==> src/rtl/graphic_instruction_loader.sv <==
// Write-side loader for the 64-slot graphic instruction memory.
// Commands are queued one at a time and committed only during vertical blanking.
module graphic_instruction_loader #(
    parameter int          DEPTH            = 64,
    parameter logic [31:0] NULL_INSTRUCTION = 32'h0000_0000,
    parameter bit          SYNC_TO_BLANK    = 1'b1
) (
    input  logic        CLK,
    input  logic        RST,
    input  logic        VBLANK,
    input  logic        CMD_VALID,
    output logic        CMD_READY,
    input  logic [1:0]  CMD_OP,
    input  logic [5:0]  CMD_ADDR,
    input  logic [31:0] CMD_DATA,
    output logic        MEM_WRITE,
    output logic [5:0]  MEM_ADDRESS,
    output logic [31:0] MEM_INSTRUCTION,
    output logic [6:0]  COUNT,
    output logic        FULL,
    output logic        BUSY,
    output logic        ERR
);

    typedef enum logic [1:0] {
        IDLE    = 2'd0,
        PENDING = 2'd1,
        CLEAR   = 2'd2
    } state_t;

    localparam logic [1:0] OP_APPEND = 2'b00;
    localparam logic [1:0] OP_WRITE  = 2'b01;
    localparam logic [1:0] OP_CLEAR  = 2'b10;

    localparam logic [6:0] CNT_MAX  = 7'(DEPTH);
    localparam logic [5:0] LAST_IDX = 6'(DEPTH - 1);

    state_t      state_q;
    logic [1:0]  op_q;
    logic [5:0]  addr_q;
    logic [31:0] data_q;
    logic [5:0]  clr_idx_q;
    logic [6:0]  count_q;
    logic        mem_write_q;
    logic [5:0]  mem_addr_q;
    logic [31:0] mem_instr_q;
    logic        err_q;

    logic       blank;
    logic       full_w;
    logic [6:0] wa_cnt;
    logic [6:0] wa_next;
    logic [6:0] ap_next;

    assign blank   = SYNC_TO_BLANK ? VBLANK : 1'b1;
    assign full_w  = (count_q == CNT_MAX);
    assign wa_cnt  = {1'b0, addr_q} + 7'd1;
    assign wa_next = (wa_cnt > count_q) ? wa_cnt : count_q;
    assign ap_next = full_w ? count_q : count_q + 7'd1;

    always_ff @(posedge CLK or posedge RST) begin
        if (RST) begin
            state_q     <= IDLE;
            op_q        <= OP_APPEND;
            addr_q      <= '0;
            data_q      <= '0;
            clr_idx_q   <= '0;
            count_q     <= '0;
            mem_write_q <= 1'b0;
            mem_addr_q  <= '0;
            mem_instr_q <= '0;
            err_q       <= 1'b0;
        end else begin
            mem_write_q <= 1'b0;
            err_q       <= 1'b0;
            unique case (state_q)
                IDLE: begin
                    if (CMD_VALID) begin
                        op_q   <= CMD_OP;
                        addr_q <= CMD_ADDR;
                        data_q <= CMD_DATA;
                        unique case (CMD_OP)
                            OP_APPEND: begin
                                if (full_w) err_q   <= 1'b1;
                                else        state_q <= PENDING;
                            end
                            OP_WRITE: state_q <= PENDING;
                            OP_CLEAR: begin
                                clr_idx_q <= '0;
                                state_q   <= CLEAR;
                            end
                            default: err_q <= 1'b1;
                        endcase
                    end
                end
                PENDING: begin
                    if (blank) begin
                        mem_write_q <= 1'b1;
                        mem_instr_q <= data_q;
                        state_q     <= IDLE;
                        if (op_q == OP_APPEND) begin
                            mem_addr_q <= count_q[5:0];
                            count_q    <= ap_next;
                        end else begin
                            mem_addr_q <= addr_q;
                            count_q    <= wa_next;
                        end
                    end
                end
                CLEAR: begin
                    // Index only advances on blanking edges, so a clear
                    // spanning visible lines resumes where it paused.
                    if (blank) begin
                        mem_write_q <= 1'b1;
                        mem_addr_q  <= clr_idx_q;
                        mem_instr_q <= NULL_INSTRUCTION;
                        clr_idx_q   <= clr_idx_q + 6'd1;
                        if (clr_idx_q == LAST_IDX) begin
                            count_q <= '0;
                            state_q <= IDLE;
                        end
                    end
                end
                default: state_q <= IDLE;
            endcase
        end
    end

    assign CMD_READY       = (state_q == IDLE);
    assign BUSY            = (state_q != IDLE);
    assign FULL            = full_w;
    assign COUNT           = count_q;
    assign ERR             = err_q;
    assign MEM_WRITE       = mem_write_q;
    assign MEM_ADDRESS     = mem_addr_q;
    assign MEM_INSTRUCTION = mem_instr_q;

endmodule

==> config.mk <==
export PLATFORM = sky130hd
export DESIGN_NAME = graphic_instruction_loader
export DESIGN_NICKNAME = d
export VERILOG_FILES = /design/src/rtl/graphic_instruction_loader.sv
export SDC_FILE = /design/constraint.sdc
export NUM_CORES = 1
export LEC_CHECK = 0
export CORE_ASPECT_RATIO = 0.6
export CORE_MARGIN = 2
export CORE_UTILIZATION = 45
export DETAILED_ROUTE_END_ITERATION = 8
export PLACE_DENSITY = 0.72
export SLEW_MARGIN = 20
export SYNTH_ARGS = -nofsm -noshare
export SYNTH_HDL_FRONTEND = slang
export SYNTH_SLANG_ARGS = --single-unit
==> constraint.sdc <==
create_clock -name CLK -period 4.8 [get_ports CLK]
set_input_delay 0.48 -clock CLK [delete_from_list [all_inputs] [get_ports CLK]]
set_output_delay 0.48 -clock CLK [all_outputs]
set_load 0.02 [all_outputs]
==> metrics.cfg <==
[sta]
skew_ns=0.003909
setup_violations=0
drv_slew=0
setup_ws_ns=1.844
period_needed_ns=2.956
hold_violations=0
tns_ns=0
tightest_slew_ns=1.062
slew-limit-headroom=0.2923
rsz0062_at_grt=false
clock.fmax_mhz=338.3
fin_crit_sh=0.6158
whs_ns=0.4770

[clock_network]
numClockSinks=95
clk_pin_slew_ns=0.06
cts_buffers=9
post-cts-setup-buffers=0
holdBufCountCts=0
insertion_delay_ns=0.34
cts_tree=done
ctsRootBufferMaster=clkbuf_16
cts_max_path_buffers=2
cts-htree-levels=3
post_cts_resized=0

[synthesis]
synth-edff-count=0
synth_seq_area_share=0.5244
ys_warn_count=0
async_reset_ff_frac=1.000
synth_nets=487
synth.avg_cell_area_sq_um=10.64
synth_seq_cells=95
synth_cell_types=36
netlist_area_sq_um=4533
synthCells=426
yosys_most_used_dff=dfrtp_1

[route]
vias=3295
routedWlPerCell_um=15.45
first_pass_iters=4
drc=0
ant_nets=0
viasPerCell=5.061
wl_um=10060
drtIter0Drc=159

[floorplanning]
num_rows=28
chipHeight_um=81.75
dieArea_sq_um=10920
core_region_area_sq_um=9844
ios=94
die_w_um=133.6
start_util=0.4605

[pwr]
cellPowerDensity_nw_per_um2=716.5
power_mw=4.224
power_switching_share=0.3856
p_int_mw=2.595
clkPwrFrac=0.172
leakage_nw=2.574
seqPwrFrac=0.344
p_switching_mw=1.629
p_comb_frac=0.483
ir_drop_uv=393.7

[placement]
io_buffers=93
hpwlAfterDp_um=6974
pre_cts_slack_ns=1.826
gp_congestion=0.8439

[hold_path]
hold-path-cell-count=2
min-delay-start=MEM_INSTRUCTION[13]
min_path_type=flip-flop to flip-flop
hold_path_end=MEM_INSTRUCTION[13]

[setup_path]
start_kind=flip-flop
crit_path_end_kind=flip-flop
worst_ep_required_time_ns=5.02
r2r_setup_slack_ns=1.84
rr_startpoint=state_q[0]
r2r_end=COUNT[3]
worstSetupPathType=flip-flop to flip-flop
critPathMaxFanout=62
worstPathArrival_ns=3.18
reg2regPathDepth=7

[run_status]
outcome=completed

[global_route]
antenna_found_initial=0
grt_overflow=0
grt_pass1_wl_um=16640
grt_max_degree=77
grt_pass1_vias=3165
track_usage=0.2000

[run]
maxCapViolations=0

[final_layout]
nets=572
syn2layout_area_growth_pct=30.06
layout-drive-gt1-share=0.1357
diodes=0
n_fill_cell=832

==> placed cells by master (no fill, tap or decap), types with 4 or more instances in the layout <==
cell type / instances
dfrtp_1: 95
clkdlybuf4s50_1: 93
nand2_1: 68
o21ai_0: 43
mux2_2: 38
nand2b_1: 34
a21oi_1: 18
ha_1: 16
inv_1: 13
nand3_1: 12
nor2_1: 11
clkbuf_16: 9
xnor2_1: 7
mux2i_1: 6
a211o_1: 5
nor2b_1: 4
==> critical path, cell delays in order (launching register included) <==
cell	delay (ns)
dfrtp_1	0.38
inv_1	0.10
ha_2	0.88
nand3_1	0.23
o22ai_1	0.36
o211ai_1	0.20
o2bb2ai_4	0.33
mux2_4	0.33
==> synthesized netlist by cell type, types with 2 or more instances <==
cell	instances	area (sq um)
nor2_1	11	41.29
nand2b_1	34	212.7
dfrtp_1	95	2377
clkbuf_1	20	75.07
and2_1	2	12.51
o211ai_1	2	15.01
o21ai_0	44	220.2
inv_1	14	52.55
mux2i_1	6	60.06
nand3_1	12	60.06
mux2_2	38	427.9
o31ai_1	3	22.52
nor3_1	2	10.01
nor2b_1	4	25.02
nand4_1	2	12.51
or2_2	2	12.51
mux2_4	3	45.04
ha_1	17	212.7
nand2_1	69	259.0
a211oi_1	3	22.52
a21oi_1	18	90.09
xnor2_1	7	61.31
a211o_1	5	43.79
==> metal layers <==
layer	wire length, um	global-route usage	vias to the layer above
met4	94	0.05213	0
met1	5337	0.3026	1567
li1	-	-	1621
met3	589	0.05926	10
met2	4034	0.2784	97
met5	0	0	-
==> layout make-up <==
type	count	area, sq um	area share
clock buffer	12	256.5	0.04351
tap	135	168.9	0.02865
sequential	95	2377	0.4032
multi-input combinational	296	2039	0.3459
timing repair buffer	95	945.9	0.1604
clock inverter	4	52.55	0.008913
inverter	14	55.05	0.009338
==> metrics by stage <==
step,cell area [sq um],std cells,utilization
after CTS,5894,651,0.5988
after floorplan,4533,426,-
final,5896,651,0.5989
after global placement,5585,635,0.5674
after global routing,5896,651,0.5989
after detailed placement,5585,635,0.5674
==> worst max path at each step <==
stage / start / endpoint / slack [ns] / cells after the start
final: state_q[0] / COUNT[3] / 1.84 / 7
after global placement: state_q[0] / COUNT[3] / 1.93 / 7
after CTS: state_q[0] / COUNT[3] / 1.81 / 7
after global routing: state_q[0] / COUNT[3] / 1.59 / 7
after detailed placement: state_q[0] / COUNT[3] / 1.83 / 7
after floorplan: RST / COUNT[0] / 1.84 / 1
==> power by group through the flow <==
stage          registers (mW)  logic [mW]  clock network (mW)
3_3_place_gp             1.44        2.01                   0
2_1_floorplan            1.60        1.17                   0
3_5_place_dp             1.46        2.05                   0
5_1_grt                  1.51        2.26               0.780
4_1_cts                  1.45        2.06               0.746
6_report                 1.45        2.04               0.728
==> logic make-up (layout without fill, tap and decap cells) <==
kind of cell               Yosys count  count (layout)  share of synthesized area
AOI/OAI and AO/OA                   82              82                     0.1140
xor gates and xnor gates             8               8                    0.01546
adders and majority gates           17              17                    0.04692
buffers and inverters               35             125                    0.02926
DFF                                 95              95                     0.5244
muxes                               47              47                     0.1176
and+or+nand+nor                    142             142                     0.1524
==> flip-flops by register name (all words and copies together), names as in the netlist <==
| signal | cells |
|---|---|
| data_q | 32 |
| COUNT | 7 |
| MEM_ADDRESS | 6 |
| MEM_INSTRUCTION | 32 |
| ERR | 1 |
| op_q | 2 |
| MEM_WRITE | 1 |
| addr_q | 6 |
| clr_idx_q | 6 |
| state_q | 2 |
Note: power is estimated with default switching activity, not from simulation.
